--- config.mk ---
export PLATFORM = sky130hd
export DESIGN_NAME = core_seq_flat
export DESIGN_NICKNAME = d
export VERILOG_FILES = /design/src/rtl/core_seq_if.sv /design/src/rtl/core_seq.sv /design/src/flat_wrapper.sv
export SDC_FILE = /design/constraint.sdc
export NUM_CORES = 1
export LEC_CHECK = 0
export BUFFER_PORTS_ARGS = -buffer_cell sky130_fd_sc_hd__buf_2
export CAP_MARGIN = 15
export CORE_AREA = 2 2 91 93
export CTS_CLUSTER_SIZE = 8
export DETAILED_ROUTE_END_ITERATION = 12
export DIE_AREA = 0 0 93 95
export PLACE_DENSITY = 0.87
export SLEW_MARGIN = 20
export SYNTH_ARGS = -nofsm -noshare
export SYNTH_HDL_FRONTEND = slang
export SYNTH_SLANG_ARGS = --single-unit
--- constraint.sdc ---
create_clock -name clk -period 4.7 [get_ports clk]
set_input_delay 0.235 -clock clk [delete_from_list [all_inputs] [get_ports clk]]
set_output_delay 0.235 -clock clk [all_outputs]
set_load 0.1 [all_outputs]
--- src/rtl/core_seq_if.sv ---
// rtl/core_seq_if.sv - Control and instruction bundle between core_seq and the PE core; err exists only with CORE_SEQ_WATCHDOG_EN
interface core_seq_if;
  logic        start;
  logic [3:0]  num_kij;
  logic [10:0] num_nij;
  logic        mode_in;
  logic        ofifo_valid;
  logic [33:0] inst;
  logic        mode;
  logic        sel;
  logic        busy;
  logic        done;
`ifdef CORE_SEQ_WATCHDOG_EN
  logic        err;
`endif

  // Sequencer side: takes run parameters and the ofifo flag, drives the core
  modport master (
    input  start, num_kij, num_nij, mode_in, ofifo_valid,
    output inst, mode, sel, busy, done
`ifdef CORE_SEQ_WATCHDOG_EN
    , output err
`endif
  );

  // Core / host side: sees the instruction stream, supplies parameters
  modport slave (
    output start, num_kij, num_nij, mode_in, ofifo_valid,
    input  inst, mode, sel, busy, done
`ifdef CORE_SEQ_WATCHDOG_EN
    , input err
`endif
  );
endinterface

--- src/rtl/core_seq.sv ---
// rtl/core_seq.sv - Layer-run sequencer issuing core instruction words; optional DRAIN watchdog via CORE_SEQ_WATCHDOG_EN
module core_seq #(
  parameter int row    = 2,
  parameter int col    = 2,
  parameter int W_BASE = 1024
) (
  input logic        clk,
  input logic        reset,
  core_seq_if.master bus
);

  localparam logic [33:0] IDLE_WORD = 34'h1_800C_0000;
  localparam logic [11:0] COL_W     = 12'(col);
  localparam logic [11:0] LOAD_LAST = 12'(row + col - 1);

  typedef enum logic [2:0] {IDLE, WFETCH, WLOAD, EXEC, DRAIN, SWAP, FIN} state_t;

  state_t      state, state_d;
  logic [3:0]  kij, kij_d;
  logic [3:0]  kij_n, kij_n_d;
  logic [10:0] nij_n, nij_n_d;
  logic [11:0] cnt, cnt_d;
  logic [10:0] dcnt, dcnt_d;
  logic        sel_q, sel_d;
  logic        mode_q, mode_d;
  logic [33:0] inst_q, inst_d;
  logic        busy_q, done_q;
  logic        pop;
  logic [10:0] w_addr;
`ifdef CORE_SEQ_WATCHDOG_EN
  logic [9:0]  wd, wd_d;
  logic        err_q, err_d;
`endif

  // Weight address for the fetch cycle being issued next
  assign w_addr = 11'(W_BASE) + 11'(int'(kij_d) * col) + cnt_d[10:0];

  // Next-state, counter and parameter-latch logic
  always_comb begin
    state_d = state;
    kij_d   = kij;
    kij_n_d = kij_n;
    nij_n_d = nij_n;
    cnt_d   = cnt;
    dcnt_d  = dcnt;
    sel_d   = sel_q;
    mode_d  = mode_q;
    pop     = 1'b0;
`ifdef CORE_SEQ_WATCHDOG_EN
    wd_d    = (state == DRAIN) ? wd : 10'd0;
    err_d   = err_q;
`endif
    case (state)
      IDLE: begin
        if (bus.start) begin
          kij_n_d = (bus.num_kij > 4'd9) ? 4'd9 : bus.num_kij;
          nij_n_d = bus.num_nij;
          mode_d  = bus.mode_in;
          kij_d   = 4'd0;
          cnt_d   = 12'd0;
          dcnt_d  = 11'd0;
`ifdef CORE_SEQ_WATCHDOG_EN
          err_d   = 1'b0;
`endif
          state_d = (bus.num_kij == 4'd0 || bus.num_nij == 11'd0) ? FIN : WFETCH;
        end
      end
      WFETCH: begin
        if (cnt == COL_W) begin
          cnt_d   = 12'd0;
          state_d = WLOAD;
        end else begin
          cnt_d = cnt + 12'd1;
        end
      end
      WLOAD: begin
        if (cnt == LOAD_LAST) begin
          cnt_d   = 12'd0;
          state_d = EXEC;
        end else begin
          cnt_d = cnt + 12'd1;
        end
      end
      EXEC: begin
        if (cnt == {1'b0, nij_n}) begin
          cnt_d   = 12'd0;
          dcnt_d  = 11'd0;
          state_d = DRAIN;
        end else begin
          cnt_d = cnt + 12'd1;
        end
      end
      DRAIN: begin
        if (bus.ofifo_valid) begin
          pop    = 1'b1;
          dcnt_d = dcnt + 11'd1;
`ifdef CORE_SEQ_WATCHDOG_EN
          wd_d   = 10'd0;
`endif
          if (dcnt == nij_n - 11'd1) state_d = SWAP;
        end
`ifdef CORE_SEQ_WATCHDOG_EN
        else if (wd == 10'd1023) begin
          err_d   = 1'b1;
          wd_d    = 10'd0;
          state_d = FIN;
        end else begin
          wd_d = wd + 10'd1;
        end
`endif
      end
      SWAP: begin
        sel_d   = ~sel_q;
        kij_d   = kij + 4'd1;
        state_d = (kij + 4'd1 == kij_n) ? FIN : WFETCH;
      end
      FIN: state_d = IDLE;
      default: state_d = IDLE;
    endcase
  end

  // Instruction word for the next cycle: a pop decided now, else decoded from next state
  always_comb begin
    inst_d = IDLE_WORD;
    if (pop) begin
      inst_d[33]    = (kij != 4'd0);
      inst_d[32]    = 1'b0;
      inst_d[31]    = 1'b0;
      inst_d[30:20] = dcnt;
      inst_d[6]     = 1'b1;
    end else begin
      case (state_d)
        WFETCH: begin
          if (cnt_d < COL_W) begin
            inst_d[19]   = 1'b0;
            inst_d[17:7] = w_addr;
          end
          if (cnt_d != 12'd0) inst_d[2] = 1'b1;
        end
        WLOAD: begin
          inst_d[3] = 1'b1;
          inst_d[0] = 1'b1;
        end
        EXEC: begin
          if (cnt_d < {1'b0, nij_n_d}) begin
            inst_d[19]   = 1'b0;
            inst_d[17:7] = cnt_d[10:0];
          end
          if (cnt_d != 12'd0) inst_d[3:1] = 3'b111;
        end
        default: ;
      endcase
    end
    inst_d[4] = sel_d;
  end

  // State, counters and registered outputs
  always_ff @(posedge clk) begin
    if (reset) begin
      state  <= IDLE;
      kij    <= 4'd0;
      kij_n  <= 4'd0;
      nij_n  <= 11'd0;
      cnt    <= 12'd0;
      dcnt   <= 11'd0;
      sel_q  <= 1'b0;
      mode_q <= 1'b0;
      inst_q <= IDLE_WORD;
      busy_q <= 1'b0;
      done_q <= 1'b0;
`ifdef CORE_SEQ_WATCHDOG_EN
      wd     <= 10'd0;
      err_q  <= 1'b0;
`endif
    end else begin
      state  <= state_d;
      kij    <= kij_d;
      kij_n  <= kij_n_d;
      nij_n  <= nij_n_d;
      cnt    <= cnt_d;
      dcnt   <= dcnt_d;
      sel_q  <= sel_d;
      mode_q <= mode_d;
      inst_q <= inst_d;
      busy_q <= (state_d != IDLE);
      done_q <= (state_d == FIN);
`ifdef CORE_SEQ_WATCHDOG_EN
      wd     <= wd_d;
      err_q  <= err_d;
`endif
    end
  end

  assign bus.inst = inst_q;
  assign bus.mode = mode_q;
  assign bus.sel  = sel_q;
  assign bus.busy = busy_q;
  assign bus.done = done_q;
`ifdef CORE_SEQ_WATCHDOG_EN
  assign bus.err  = err_q;
`endif

endmodule

--- src/flat_wrapper.sv ---
// flat-port wrapper written by rule: the top's interface ports become plain ports
module core_seq_flat 
#(
  parameter int row    = 2,
  parameter int col    = 2,
  parameter int W_BASE = 1024
)
  (clk, reset, bus_start, bus_num_kij, bus_num_nij, bus_mode_in, bus_ofifo_valid, bus_inst, bus_mode, bus_sel, bus_busy, bus_done);
  core_seq_if bus_i ();
  input logic clk;
  input logic reset;
  input wire logic [$bits(bus_i.start)-1:0] bus_start;
  input wire logic [$bits(bus_i.num_kij)-1:0] bus_num_kij;
  input wire logic [$bits(bus_i.num_nij)-1:0] bus_num_nij;
  input wire logic [$bits(bus_i.mode_in)-1:0] bus_mode_in;
  input wire logic [$bits(bus_i.ofifo_valid)-1:0] bus_ofifo_valid;
  output wire logic [$bits(bus_i.inst)-1:0] bus_inst;
  output wire logic [$bits(bus_i.mode)-1:0] bus_mode;
  output wire logic [$bits(bus_i.sel)-1:0] bus_sel;
  output wire logic [$bits(bus_i.busy)-1:0] bus_busy;
  output wire logic [$bits(bus_i.done)-1:0] bus_done;
  assign bus_i.start = bus_start;
  assign bus_i.num_kij = bus_num_kij;
  assign bus_i.num_nij = bus_num_nij;
  assign bus_i.mode_in = bus_mode_in;
  assign bus_i.ofifo_valid = bus_ofifo_valid;
  assign bus_inst = bus_i.inst;
  assign bus_mode = bus_i.mode;
  assign bus_sel = bus_i.sel;
  assign bus_busy = bus_i.busy;
  assign bus_done = bus_i.done;
  core_seq #(.row(row), .col(col), .W_BASE(W_BASE)) u_core (.clk(clk), .reset(reset), .bus(bus_i));
endmodule
### Word level (Yosys, flattened, before mapping)

Index checks and enable logic that the tools add are counted.

| cells by class | value |
|---|---|
| add/subtract/negate cells | 6 |
| $lt $le $gt $ge | 3 |
| equality and inequality tests | 17 |
| multiplexer cells | 39 |
| bitwise operators | 3 |
| reduce and logical (&&, ||, !) cells | 13 |

Operators with widths:

| cell | number |
|---|---|
| $mux W11 | 7 |
| $mux W12 | 4 |
| $pmux W12 S4 | 1 |
| $pmux W11 S3 | 1 |
| $mux W3 | 9 |
| $eq A12 B2 Y1 const B | 2 |
| $pmux W11 S2 | 1 |
| $pmux W3 S6 | 1 |
| $mux W14 | 1 |
| $add A12 B1 Y12 const B | 1 |
| $eq A12 B11 Y1 | 1 |
| $eq A3 B2 Y1 const B | 4 |
| $lt A12 B11 Y1 | 1 |
| $lt A12 B2 Y1 const B | 1 |
| $reduce_bool A12 Y1 | 1 |
| $add A11 B1 Y11 const B | 1 |
| $add A11 B11 Y11 | 1 |
| $add A11 B5 Y11 const A | 1 |
| $eq A11 B11 Y1 | 1 |
| $logic_not A11 Y1 | 1 |
| $sub A11 B1 Y11 const B | 1 |
| $eq A3 B3 Y1 const B | 3 |
| $mux W1 | 8 |
| $mux W4 | 2 |
| 18 further kinds | 26 |

| word-level totals | value |
|---|---|
| bits in registers | 83 |
| input bits | 20 |
| output and inout port bits | 38 |
| word-level logic and storage cells | 96 |

### Longest topological paths before layout

| logic depth | value |
|---|---|
| depth after elaboration | 8 |
| mapped depth | 18 |
| gate-level depth less buffers | 16 |

### Worst setup path after synthesis

Ideal clock, no wire load.

| path | value |
|---|---|
| path type | register to register |
| start | register u_core.cnt[6] |
| end | register u_core.inst_q[10], in the netlist u_core.bus.inst[10] |
| setup time | 92 ps |
| arrival time | 3695 ps |
| required time | 4608 ps |
| setup slack | 913 ps |
| stages on the path, launching flop included | 18 |
| path buffers | 3 |
| period minus slack after synthesis | 3787 ps |
| cell sequence | dfxtp_1 > buf_6 > xor2_1 > or4_4 > nor4_4 > o21a_2 > buf_2 > o21ai_0 > a21oi_1 > inv_1 > ha_1 > o21ai_0 > a211oi_1 > a41oi_1 > o2111ai_1 > or4_1 > buf_6 > o32ai_1 |

| between the ends | value |
|---|---|
| word-level cells in the longest chain between the ends | 6 |
| elaborated cells on any way between the ends | 21 |
| those cells by class | add/sub: 2; order compare: 2; eq/ne: 5; mux: 12 |

RTL lines:

| item | RTL line | source |
|---|---|---|
| start, declared | core_seq.sv:22 | `logic [11:0] cnt, cnt_d;` |
| start signal, assigned | core_seq.sv:180 | `cnt <= cnt_d;` |
| $eq A12 B11 Y1 (tied with other cells) | core_seq.sv:85 | `if (cnt == {1'b0, nij_n}) begin` |
| $mux W12 (on tied branches) | core_seq.sv:85, core_seq.sv:69, core_seq.sv:77 |  |
| $pmux W12 S4 * | core_seq.sv:53 | `case (state)` |
| named net u_core.cnt_d[2] | core_seq.sv:22 |  |
| $add A11 B11 Y11 (tied with other cells) | core_seq.sv:36 | `assign w_addr = 11'(W_BASE) + 11'(int'(kij_d) * col) + cnt_d[10:0];` |
| $mux W11 (on tied branches) | core_seq.sv:134, core_seq.sv:145 |  |
| $pmux W11 S2 * | core_seq.sv:132 | `case (state_d)` |
| end signal, assigned | core_seq.sv:184 | `inst_q <= inst_d;` |
| end, declared | core_seq.sv:26 | `logic [33:0] inst_q, inst_d;` |

The timed path passes the listed nets; every way through them passes the cells marked *.
A chain may end at the register's enable or synchronous reset.

### Final worst setup path

| path | value |
|---|---|
| start | register u_core.cnt[1] |
| end | register u_core.inst_q[9], in the netlist u_core.bus.inst[9] |

| between the ends | value |
|---|---|
| word-level cells in the longest chain between the ends | 6 |
| elaborated cells on any way between the ends | 21 |
| those cells by class | add/sub: 2; order compare: 2; eq/ne: 5; mux: 12 |

RTL lines:

| item | RTL line |
|---|---|
| $add A12 B1 Y12 (tied with other cells) | core_seq.sv:73, core_seq.sv:81, core_seq.sv:90 |
| $mux W12 (on tied branches) | core_seq.sv:85, core_seq.sv:69, core_seq.sv:77 |
| $pmux W12 S4 * | core_seq.sv:53 |
| named net u_core.cnt_d[2] | core_seq.sv:22 |
| $add A11 B11 Y11 (tied with other cells) | core_seq.sv:36 |
| $mux W11 (on tied branches) | core_seq.sv:134, core_seq.sv:145 |
| $pmux W11 S2 * | core_seq.sv:132 |

Marks and branches as above.

==> results.md <==
- Finished Layout Cells: 671
- RSZ-0062 raised after global routing: no
- Global route overflow: 0
- Synth cell types: 64
- P per Cell Area: ~320 nW/um^2
- Yosys Warn Count: 0
- Root buffer cell: clkbuf_8
- Type of origin of the critical path: register
- First-pass GRT wire length: roughly 19,000 um
- Status: complete, no violations
- CTS Buffer Depth: 2
- Final Cycle Share: 90.3%
- R2r worst-path depth: 15
- Dpl cells: 655
- Share of cells above drive strength 1: 15.5%
- Largest net degree at the start of global routing: 43
- Pleak: approximately 0.0021 uW
- H-tree depth: 3
- Cell Area, Synth: 4470 um^2
- Initial Util: a little under three fifths
- Setup-violating endpoint count in the final report: 0
- Path type of the worst min-delay path: in2reg
- Yosys reg bits: 79
- Max_slew headroom: 25.8%
- Critical Path RT: 4.97 ns
- DR DRC count: 0
- Yosys top cell by area: dfxtp_1
- Number of flops mapped to enable cells by yosys: 0
- WP data arrival: 4.51 ns
- Area Growth Syn to Fin: 11.0%
- Nets: 602
- Min Clock Period, post-route: 4.25 ns
- Total GRT Usage: 27.0%
- TritonCTS clock tree: yes
- Max Clock Freq: approximately 0.24 GHz
- Pre-CTS setup slack: 0.326 ns
- Drt via density: just under 6
- Routed WL: ~11,000 um
- Setup_tns: 0 ns
- N_diodes: 0
- Vias in the first global route: 3,804
- Die W: 93 um
- Hold depth: 3
- Final Wtd Congestion: slightly above 1
- Hold WS: 0.103 ns
- Synthesized Nets: 570
- Post-CTS Hold Buffers: 0
- Hpwl dp: 8800 um
- Setup ws final: 0.454 ns
- Port-buffer cells: 55
- Max_cap viols: 0
- VDD IR max: 0.192 mV
- Cell count after synthesis: 529
- Largest cells by area after synthesis: dfxtp_1, xnor2_1, ha_1, nor2_1, xor2_1
- CTS clock-pin slew for the worst setup and hold paths: 0.09 ns
- Clock Latency Late Sink: 0.37 ns
- Max Clock Skew: 0.0114 ns
- Number of routed nets with antenna violations: 0
- DRT iter0 DRCs: 234
- Fin. Hold Viols: 0
- Avg Cell Area, Syn: 8.45 um^2
- WL/cell: 17.0 um
- Max-slew violations: 0
- I/O Pins: 58
- Via count: 3,984
- Die ar.: 8840 um^2
- Area share of the largest cell type after synthesis: between 30% and 40%
- TritonCTS Sinks: slightly below 80
- Placement Rows: 33
- Core outline area: a little under 8000 um^2
- Total CTS buffers: 9
- Crit. End Element: register
- Register area share after synthesis: a little over a third
- Chip Height: 95 um
- Initial antenna violation count: 0
- FF-to-FF setup slack: approximately 0.45 ns
- Least-Margin Pin Slew: 1.11 ns
- Worst Path Max Fanout: 13
- First-pass iteration count of the detailed router: 5
- Post-synth ARST share: 0%
- Top FF cell, synth: dfxtp_1
- Crit Path Category: reg2reg
[synthesized netlist by cell type (4+ instances only)]
library cell	instances
a211o_1	5
a21oi_1	22
dfxtp_1	79
o31ai_1	4
a31oi_1	6
nor2_1	49
buf_4	5
buf_1	5
clkbuf_1	21
xor2_1	18
nor3_1	14
o21ai_0	20
nor4_1	8
and2_1	14
mux2i_1	9
nor2b_1	17
nand4_1	11
ha_1	20
o32ai_1	5
nand3_1	23
a21o_1	6
and3_1	6
xnor2_1	37
inv_1	18
nor3b_1	8
nand2_1	38
[metal layers]
| metal | global-route usage, % | vias to the layer above | wire length, um |
|---|---|---|---|
| met4 | 13.8 | 0 | 368 |
| met5 | 0 | - | 0 |
| met2 | 45.7 | 158 | 5510 |
| met3 | 3.75 | 25 | 631 |
| met1 | 33.5 | 1880 | 4930 |
| li1 | - | 1921 | - |
[critical path, stage by stage, from the launching register on]
cell	delay, ns
dfxtp_1	0.50
ha_2	0.35
nor4b_1	0.36
nand3_1	0.24
nand2_1	0.17
o21a_2	0.30
o21ai_0	0.13
a21oi_1	0.34
inv_1	0.11
ha_1	0.28
o21ai_0	0.17
a211oi_1	0.11
a41oi_1	0.22
o2111ai_1	0.16
or4_4	0.55
o32ai_1	0.16
[kinds of logic after synthesis]
kind of cell	synth area share, %
buf+inv	5.37
flops	35.4
fa+ha+maj	6.05
other cells	0.168
compound gates	15.8
mux	2.27
simple gates	24.2
xor+xnor	10.8
[final cells by class]
class / count / area (um^2)
Tap cell: 105 / 131
Timing Repair Buffer: 57 / 290
Multi-Input combinational cell: 396 / 2660
Inverter: 18 / 67.6
Clock inverter: 6 / 91.3
Clock buffer: 10 / 138
Sequential cell: 79 / 1580
Fill cell: 709 / 2970
[state kept, by name, summed over array words and instances, names as in the netlist]
signal           count
u_core.bus.done      1
u_core.bus.busy      1
u_core.kij           4
u_core.bus.mode      1
u_core.dcnt         11
u_core.state         3
u_core.kij_n         4
u_core.cnt          12
u_core.nij_n        11
u_core.bus.inst     31
[per-stage QoR]
stage / total power, uW / utilization, % / instance area (um^2)
6_report: 1590 / 62.6 / 4960
5_1_grt: 1650 / 62.6 / 4960
4_1_cts: 1590 / 62.5 / 4950
3_5_place_dp: 1020 / 59.6 / 4730
3_3_place_gp: 1010 / 59.6 / 4730
2_1_floorplan: 951 / - / 4470
[final timing paths]
path | startpoint | end
setup reg to reg | u_core.cnt[1] | u_core.bus.inst[9]
hold reg to reg | u_core.bus.mode | u_core.bus.mode
setup / recovery | u_core.cnt[1] | u_core.bus.inst[9]
hold / removal | bus_mode_in | u_core.bus.mode
[layout by cell type (no fill, tap or decap), types with 3 or more instances in the layout]
cell	Yosys	routed
a21oi_1	22	22
mux2i_1	9	9
nand2b_1	3	3
dfxtp_1	79	79
nor3b_1	8	8
xnor2_1	37	37
nand4_1	11	11
o21ai_0	20	20
o31ai_1	4	4
and2_1	14	14
inv_1	18	18
nand3_1	23	23
o211a_1	3	3
nor2b_1	17	17
o32ai_1	5	5
buf_2	3	55
nor2_1	49	49
a31oi_1	6	6
ha_1	20	19
xor2_1	18	18
a21o_1	6	6
clkbuf_8	0	10
a211o_1	5	5
nand3b_1	3	3
nand2_1	38	38
nor3_1	14	14
nor4_1	8	8
and3_1	6	6
o21a_1	3	3
[repair_timing]
item	4_1_cts	5_1_grt
setup buffers	0	0
gates resized for setup	0	2
endpoints found under the setup margin	0	10
[power by group]
part           total [uW]  leakage, uW  internal, uW  switching, uW
logic                 290      0.00133          91.8            198
clock network         584     0.000117           316            268
registers             716     0.000640           689           26.4
Note: power is estimated with default switching activity, not from simulation.
